<file path="config.mk">
export PLATFORM = sky130hd
export DESIGN_NAME = cmd_frame_parser_flat
export DESIGN_NICKNAME = d
export VERILOG_FILES = /design/src/rtl/cmd_frame_parser_if.sv /design/src/rtl/cmd_frame_parser.sv /design/src/flat_wrapper.sv
export SDC_FILE = /design/constraint.sdc
export NUM_CORES = 1
export LEC_CHECK = 0
export ABC_CLOCK_PERIOD_IN_PS = 6800
export CORE_MARGIN = 1.5
export CORE_UTILIZATION = 40
export CTS_CLUSTER_DIAMETER = 150
export CTS_CLUSTER_SIZE = 16
export DETAILED_ROUTE_END_ITERATION = 8
export PLACE_DENSITY = 0.69
export SLEW_MARGIN = 25
export SYNTH_ARGS = -nofsm -noshare
export SYNTH_HDL_FRONTEND = slang
export SYNTH_SLANG_ARGS = --single-unit
</file>
<file path="constraint.sdc">
create_clock -name clk -period 6.8 [get_ports clk]
set_input_delay 1.36 -clock clk [delete_from_list [all_inputs] [get_ports clk]]
set_output_delay 1.36 -clock clk [all_outputs]
set_load 0.005 [all_outputs]
</file>
<file path="src/rtl/cmd_frame_parser_if.sv">
// cmd_frame_parser_if
// Groups the byte stream coming from the UART receiver and the command
// interface going to the video zone logic into one bundle.
//   rx_data   : received byte, meaningful only while rx_valid is high
//   rx_valid  : one-cycle strobe per received byte
//   cmd_vaild : one-cycle pulse for a newly accepted command
//   cmd_code  : code of the last accepted command (held)
//   para_list : parameter word of the last accepted command (held)
//   frame_err : one-cycle pulse for a rejected frame
//   busy      : a frame is partially received
// The master modport is the side that supplies bytes and consumes commands;
// the slave modport is the parser itself.
interface cmd_frame_parser_if;
  logic [7:0]  rx_data;
  logic        rx_valid;
  logic        cmd_vaild;
  logic [7:0]  cmd_code;
  logic [31:0] para_list;
  logic        frame_err;
  logic        busy;

  modport master (
    output rx_data, rx_valid,
    input  cmd_vaild, cmd_code, para_list, frame_err, busy
  );

  modport slave (
    input  rx_data, rx_valid,
    output cmd_vaild, cmd_code, para_list, frame_err, busy
  );
endinterface

</file>
<file path="src/rtl/cmd_frame_parser.sv">
// cmd_frame_parser
// Decodes checksummed 7-byte frames (A5, CMD, P3, P2, P1, P0, CHK) from a
// byte stream into one-cycle command strobes with persistent code and
// parameter registers. Single clock domain (video clock).
//   clk  : video clock
//   rstn : asynchronous active-low reset
//   bus  : cmd_frame_parser_if.slave (byte input, command output)
// Parameter TIMEOUT_CYCLES bounds the idle gap between bytes inside a frame.
module cmd_frame_parser #(
  parameter int TIMEOUT_CYCLES = 1_000_000
) (
  input  logic                 clk,
  input  logic                 rstn,
  cmd_frame_parser_if.slave    bus
);

  localparam int                CNT_W   = $clog2(TIMEOUT_CYCLES);
  localparam logic [CNT_W-1:0]  CNT_MAX = CNT_W'(TIMEOUT_CYCLES - 1);
  localparam logic [7:0]        HEADER  = 8'hA5;

  typedef enum logic [2:0] {IDLE, CMD, P3, P2, P1, P0, CHK} state_t;

  state_t            state, state_next;
  logic [CNT_W-1:0]  cnt, cnt_next;
  logic [7:0]        sum, sum_next;
  logic [7:0]        code_sh, code_sh_next;
  logic [31:0]       para_sh, para_sh_next;
  logic [7:0]        code_q, code_next;
  logic [31:0]       para_q, para_next;
  logic              vaild_q, vaild_next;
  logic              err_q, err_next;
  logic              code_ok;

  assign code_ok = (bus.rx_data == 8'hA1) || (bus.rx_data == 8'hA2) ||
                   (bus.rx_data == 8'hA3);

  always_ff @(posedge clk or negedge rstn) begin
    if (!rstn) begin
      state   <= IDLE;
      cnt     <= '0;
      sum     <= '0;
      code_sh <= '0;
      para_sh <= '0;
      code_q  <= '0;
      para_q  <= '0;
      vaild_q <= 1'b0;
      err_q   <= 1'b0;
    end else begin
      state   <= state_next;
      cnt     <= cnt_next;
      sum     <= sum_next;
      code_sh <= code_sh_next;
      para_sh <= para_sh_next;
      code_q  <= code_next;
      para_q  <= para_next;
      vaild_q <= vaild_next;
      err_q   <= err_next;
    end
  end

  // An arriving byte always takes priority over the timeout check, so a
  // byte landing exactly on the last allowed cycle is still accepted.
  // Parameter bytes are shifted in MSB first, giving {P3,P2,P1,P0}.
  always_comb begin
    state_next   = state;
    cnt_next     = cnt;
    sum_next     = sum;
    code_sh_next = code_sh;
    para_sh_next = para_sh;
    code_next    = code_q;
    para_next    = para_q;
    vaild_next   = 1'b0;
    err_next     = 1'b0;

    if (state == IDLE) begin
      cnt_next = '0;
      if (bus.rx_valid && bus.rx_data == HEADER) begin
        state_next = CMD;
        sum_next   = '0;
      end
    end else if (bus.rx_valid) begin
      cnt_next = '0;
      case (state)
        CMD: begin
          if (code_ok) begin
            code_sh_next = bus.rx_data;
            sum_next     = sum + bus.rx_data;
            state_next   = P3;
          end else begin
            err_next   = 1'b1;
            state_next = IDLE;
          end
        end
        P3, P2, P1, P0: begin
          para_sh_next = {para_sh[23:0], bus.rx_data};
          sum_next     = sum + bus.rx_data;
          case (state)
            P3:      state_next = P2;
            P2:      state_next = P1;
            P1:      state_next = P0;
            default: state_next = CHK;
          endcase
        end
        CHK: begin
          if (bus.rx_data == sum) begin
            code_next  = code_sh;
            para_next  = para_sh;
            vaild_next = 1'b1;
          end else begin
            err_next = 1'b1;
          end
          state_next = IDLE;
        end
        default: state_next = IDLE;
      endcase
    end else if (cnt == CNT_MAX) begin
      err_next   = 1'b1;
      state_next = IDLE;
      cnt_next   = '0;
    end else begin
      cnt_next = cnt + 1'b1;
    end
  end

  assign bus.cmd_vaild = vaild_q;
  assign bus.frame_err = err_q;
  assign bus.cmd_code  = code_q;
  assign bus.para_list = para_q;
  assign bus.busy      = (state != IDLE);

endmodule

</file>
<file path="src/flat_wrapper.sv">
// flat-port wrapper written by rule: the top's interface ports become plain ports
module cmd_frame_parser_flat 
#(
  parameter int TIMEOUT_CYCLES = 1_000_000
)
  (clk, rstn, bus_rx_data, bus_rx_valid, bus_cmd_vaild, bus_cmd_code, bus_para_list, bus_frame_err, bus_busy);
  cmd_frame_parser_if bus_i ();
  input  logic clk;
  input  logic rstn;
  input wire logic [$bits(bus_i.rx_data)-1:0] bus_rx_data;
  input wire logic [$bits(bus_i.rx_valid)-1:0] bus_rx_valid;
  output wire logic [$bits(bus_i.cmd_vaild)-1:0] bus_cmd_vaild;
  output wire logic [$bits(bus_i.cmd_code)-1:0] bus_cmd_code;
  output wire logic [$bits(bus_i.para_list)-1:0] bus_para_list;
  output wire logic [$bits(bus_i.frame_err)-1:0] bus_frame_err;
  output wire logic [$bits(bus_i.busy)-1:0] bus_busy;
  assign bus_i.rx_data = bus_rx_data;
  assign bus_i.rx_valid = bus_rx_valid;
  assign bus_cmd_vaild = bus_i.cmd_vaild;
  assign bus_cmd_code = bus_i.cmd_code;
  assign bus_para_list = bus_i.para_list;
  assign bus_frame_err = bus_i.frame_err;
  assign bus_busy = bus_i.busy;
  cmd_frame_parser #(.TIMEOUT_CYCLES(TIMEOUT_CYCLES)) u_core (.clk(clk), .rstn(rstn), .bus(bus_i));
endmodule
</file>
==> results of run 1 <==
## metal layers
| metal | GRT usage [%] | vias up | wire length, µm |
|---|---|---|---|
| li1 | - | 1455 | - |
| met1 | 19.6 | 1538 | 4160 |
| met2 | 25.7 | 74 | 4600 |
| met3 | 5.86 | 18 | 485 |
| met4 | 6.10 | 0 | 167 |
| met5 | 0 | - | 0 |
## worst max path at each step
stage	startpoint	end	slack, ps	depth (start not counted)
after floorplan	bus_rx_data[5]	u_core.bus.cmd_code[0]	3660	7
after global placement	bus_rx_data[4]	u_core.bus.para_list[12]	2770	7
after detailed placement	bus_rx_data[4]	u_core.bus.para_list[5]	2690	7
final	bus_rx_data[1]	u_core.bus.para_list[13]	3120	7
after CTS	bus_rx_data[4]	u_core.bus.para_list[13]	3130	7
after global routing	bus_rx_data[1]	u_core.bus.para_list[6]	3040	7
## synthesized netlist by cell type (3+ instances only)
cell	count
dfrtp_1	113
mux2_4	39
mux2_2	35
nor2_1	29
nand2_1	26
xnor2_1	11
xor2_1	11
nand3_1	9
ha_1	8
inv_1	8
nor2b_1	7
o21ai_0	7
nand4_1	6
nor3_1	5
nor4_1	5
buf_12	4
buf_6	4
o31ai_1	4
buf_2	3
clkbuf_1	3
o21a_1	3
or3_1	3
## kinds of logic after synthesis
logic type / Yosys count / share of synthesized area (%)
DFF: 113 / 55.5
AOI/OAI and AO/OA: 31 / 4.81
buffers and inverters: 25 / 4.00
xor gates and xnor gates: 22 / 3.78
and+or+nand+nor: 103 / 10.1
muxes: 75 / 19.4
adders and majority gates: 9 / 2.36
## stage by stage
stage          util, %  power [µW]  hold WS, ps  cell area (µm²)  setup WS, ps
2_1_floorplan        -         699          440             5090          3660
6_report          50.6        1660          480             6330          3120
4_1_cts           50.6        1680          482             6330          3130
3_5_place_dp      45.5         724          464             5690          2690
5_1_grt           50.6        1720          492             6330          3040
3_3_place_gp      45.5         723          453             5690          2770
## sequential cells by signal, summed over array words and instances, names as in the netlist
register / cells
u_core.bus.para_list: 32
u_core.para_sh: 32
u_core.cnt: 20
u_core.bus.cmd_code: 8
u_core.code_sh: 8
u_core.sum: 8
u_core.state: 3
u_core.bus.cmd_vaild: 1
u_core.bus.frame_err: 1
## where the power goes
group / internal (µW) / switching (µW)
Clock: 646 / 305
Combinational: 11.4 / 23.9
Sequential: 675 / 1.18
## worst max-delay path, cell delays in order
cell	delay [ps]
clkdlybuf4s50_1	530
ha_1	370
nor4_1	330
nand3_1	140
or3_2	460
buf_4	360
mux2_4	390
## final cells by class
class                           instances  area [µm²]  area share [%]
Tap cell                              172         215            3.40
Sequential cell                       113        2830            44.6
Clock inverter                         15         215            3.40
Multi-Input combinational cell        240        2060            32.6
Timing Repair Buffer                   57         558            8.81
Inverter                                8        30.0           0.474
Clock buffer                           17         425            6.72
==> flow_summary.yaml, run 1 <==
detailed_routing:
  first_pass_iters: 4
  vias: 3085
  drt_wl_total_mm: 9.41
  drtIter0Drc: 179
  drt-wirelength-per-cell_um: 15.1
  drc_errors: 0
  ant_nets: 0
  routed_via_density: 4.96
critical_path:
  r2r_cells: 6
  worstPathArrival_ps: 3970
  timing.rr.start: "u_core.sum[4]"
  reg2reg_slack_ps: 4240
  cp_data_required_time_ps: 7100
  r2r-end: "u_core.bus.para_list[13]"
  criticalPathCategory: "input port to flop"
  cp-end-kind: "flop"
  cp_max_fo: 41
  start_kind: "input port"
clock_network:
  htreeDepth: 4
  cts_buffers: 17
  cts_buffer_depth: 2
  cts_root_buf: "clkbuf_16"
  holdBufCountCts: 0
  cts_setup_buffers: 0
  cts_resized: 0
  cts_tree: "done"
  clock-sinks: 113
  clock_latency_ps: 410
  cts.clk_slew.worst_paths_ps: 50
logic_synthesis:
  ys_ff_latch: 113
  synth_warnings: 0
  synth-main-ff-cell: "dfrtp_1"
  netlist_area_mm2: 0.00509
  synthArstFlopShare_pct: 100
  syn_inst: 378
  synth_top_cell_by_area: "dfrtp_1"
  synth.area.top_cells: "dfrtp_1 (56%), mux2_4 (11%), mux2_2 (7.7%)"
  synth-seq-area-share_pct: 55.5
  yosysUniqueCellTypes: 50
  yosysTopAreaCellShare_pct: 55.5
  synth-edff-count: 0
  synth.avg_cell_area_um2: 13.5
  syn-num-nets: 398
sta:
  finalCritPeriodShare_pct: 54.0
  maxSlewViolCount: 0
  clock_skew_ps: 4.80
  hold_violations: 0
  final-setup-viol-count: 0
  post-route-min-period_ps: 3680
  rsz0062_at_grt: "false"
  fin_setup_tns_ps: 0
  worstMarginPinSlew_ps: 776
  fmax_mhz: 272
  relSlewSlack_pct: 47.8
floorplan:
  die_h_um: 116
  rows: 41
  dieWidth_um: 116
  start_util_pct: 40.7
  ios: 54
  coreArea_mm2: 0.0125
  fp.dieArea_mm2: 0.0134
cells_and_area:
  layout_common_cells: "dfrtp_1 (113), clkdlybuf4s50_1 (52), mux2_4 (39)"
  drive_gt1_share_pct: 26.9
  areaGrowthSynthToFinish_pct: 24.4
  fin_cells: 622
  num-nets-final: 457
  fillers: 1104
  n_antenna_cell: 0
  final_common_cell: "dfrtp_1"
grt:
  grt_usage_pct: 16.0
  grt_pass1_vias: 3224
  grt_pass1_wl_mm: 16.3
  grt_overflow_total: 0
  antenna_found_initial: 0
  grt_max_degree: 63
min_path:
  holdPathEnd: "u_core.code_sh[7]"
  hold_depth: 1
  min_from: "u_core.code_sh[7]"
  hp-class: "flop to flop"
pwr:
  p_leak_uw: 0.00303
  peakVddDrop_mv: 0.146
  p_per_area_mw_per_mm2: 262
place:
  gp_congestion: 0.811
  placed_cells: 590
  dp_hpwl_mm: 6.12
  io_buffers: 53
run_status:
  outcome: "finished clean"
job:
  maxCapViolations: 0
Power figures use the tool's default switching activity.
==> run 2: changes to the inputs <==
- ABC_CLOCK_PERIOD_IN_PS: 6800 -> 3400
- clock period: 6.8 -> 3.4 ns (I/O delays scaled with it)
==> run 2 against run 1 <==
  * Non-clock buffer count rose by 2
  * Register-to-register slack lost 3200 ps
  * Largest cell class unchanged
  * Utilization rose by 0.25 points
  * First-iteration DRC count is 12% lower
  * Hold slack got worse by 120 ps
  * Critical endpoint is now u_core.bus.para_list[3]
  * Global-route usage down 0.86 points
  * Clock power is 98% higher
  * Final cell count is 0.32% higher
  * Power is 99% higher
  * Via count down 0.88%
  * Worst setup slack got worse by 2500 ps
==> flow_summary.yaml, run 2 (synthesis gave the netlist of run 1 again) <==
run_status:
  outcome: "finished clean"
sta:
  relSlewSlack_pct: 49.0
  finalCritPeriodShare_pct: 81.5
  post-route-min-period_ps: 2770
  fmax_mhz: 361
  final-setup-viol-count: 0
  clock_skew_ps: 6.27
  hold_ws_ps: 362
  maxSlewViolCount: 0
  fin_setup_tns_ps: 0
  worstMarginPinSlew_ps: 765
  rsz0062_at_grt: "false"
  hold_violations: 0
floorplan:
  die_h_um: 116
  fp.dieArea_mm2: 0.0134
  ios: 54
  coreArea_mm2: 0.0125
  start_util_pct: 40.7
  dieWidth_um: 116
  rows: 41
critical_path:
  timing.rr.start: "u_core.sum[4]"
  crit_path_end: "u_core.bus.para_list[3]"
  crit_path_start: "bus_rx_data[4]"
  cp_data_required_time_ps: 3690
  reg2reg_slack_ps: 1060
  r2r_cells: 6
  cp_max_fo: 41
  r2r-end: "u_core.bus.para_list[3]"
  start_kind: "input port"
  cp-end-kind: "flop"
  worstPathArrival_ps: 3060
  criticalPathCategory: "input port to flop"
grt:
  grt_pass1_wl_mm: 15.3
  grt_pass1_vias: 3104
  grt_max_degree: 62
  grt_usage_pct: 15.1
  antenna_found_initial: 0
  grt_overflow_total: 0
detailed_routing:
  first_pass_iters: 4
  vias: 3058
  drtIter0Drc: 157
  ant_nets: 0
  drc_errors: 0
  drt_wl_total_mm: 8.98
  routed_via_density: 4.90
  drt-wirelength-per-cell_um: 14.4
cells_and_area:
  stdcell_area_mm2: 0.00637
  regArea_mm2: 0.00283
  n_antenna_cell: 0
  drive_gt1_share_pct: 26.5
  areaGrowthSynthToFinish_pct: 25.0
  final_common_cell: "dfrtp_1"
  layout_common_cells: "dfrtp_1 (113), clkdlybuf4s50_1 (52), mux2_4 (39)"
  num-nets-final: 459
  fillers: 1065
  multiInputGateArea_mm2: 0.00206
clock_network:
  holdBufCountCts: 0
  clock-sinks: 113
  cts_setup_buffers: 0
  clock_latency_ps: 400
  cts.clk_slew.worst_paths_ps: 50
  cts_root_buf: "clkbuf_16"
  cts_buffers: 17
  htreeDepth: 4
  cts_tree: "done"
  cts_resized: 0
  cts_buffer_depth: 2
pwr:
  p_leak_uw: 0.00305
  peakVddDrop_mv: 0.411
  power.total_uw: 3300
  p_per_area_mw_per_mm2: 519
place:
  place_area_mm2: 0.00573
  dp_hpwl_mm: 5.83
  gp_congestion: 0.794
  io_buffers: 53
job:
  maxCapViolations: 0
min_path:
  hp-class: "input port to async pin"
==> run 2: cell types whose count changed in the layout (fill, tap and decap cells not counted), sizes merged <==
| cell | previous run | this run |
|---|---|---|
| buf | 5 | 7 |
| bufinv | 5 | 4 |
| clkbuf | 17 | 23 |
| clkinv | 6 | 3 |
| clkinvlp | 3 | 2 |
| inv | 9 | 8 |
==> run 2: layout make-up <==
type | count | area share (%)
Clock buffer | 23 | 7.51
Clock inverter | 9 | 2.42
Inverter | 8 | 0.472
Multi-Input combinational cell | 240 | 32.4
Sequential cell | 113 | 44.4
Tap cell | 172 | 3.38
Timing Repair Buffer | 59 | 9.39
==> run 2: power by group <==
part	total, µW	switching [µW]	internal [µW]
clock network	1880	593	1280
registers	1350	2.43	1350
logic	74.9	48.9	25.9
total	3300	644	2660
==> run 2: layer usage <==
layer / vias to the layer above / part of all wire, % / global-route usage [%]
li1: 1471 / - / -
met1: 1527 / 48 / 19.7
met2: 56 / 48 / 23.1
met3: 4 / 3.3 / 4.86
met4: 0 / 0.63 / 6.67
met5: - / 0 / 0
==> run 2: worst min path at each step <==
stage | endpoint | slack [ps]
finish | u_core.para_sh[28] | 360
global route | u_core.bus.para_list[21] | 420
CTS | u_core.bus.para_list[21] | 370
detailed placement | u_core.code_sh[5] | 460
global placement | u_core.code_sh[5] | 450
floorplan | u_core.bus.cmd_code[0] | 380
==> run 2: metrics by stage <==
stage | setup slack [ps] | cells | utilization (%)
finish | 628 | 624 | 50.9
global route | 459 | 624 | 50.9
CTS | 653 | 624 | 50.9
detailed placement | 213 | 592 | 45.8
global placement | 215 | 592 | 45.8
floorplan | 941 | 378 | -
==> run 2: worst max-delay path: stages <==
cell and delay, ps:
clkdlybuf4s50_1 480, ha_1 390, nor4_1 300, nand3_1 130, or3_2 500, buf_12 230
mux2_4 330
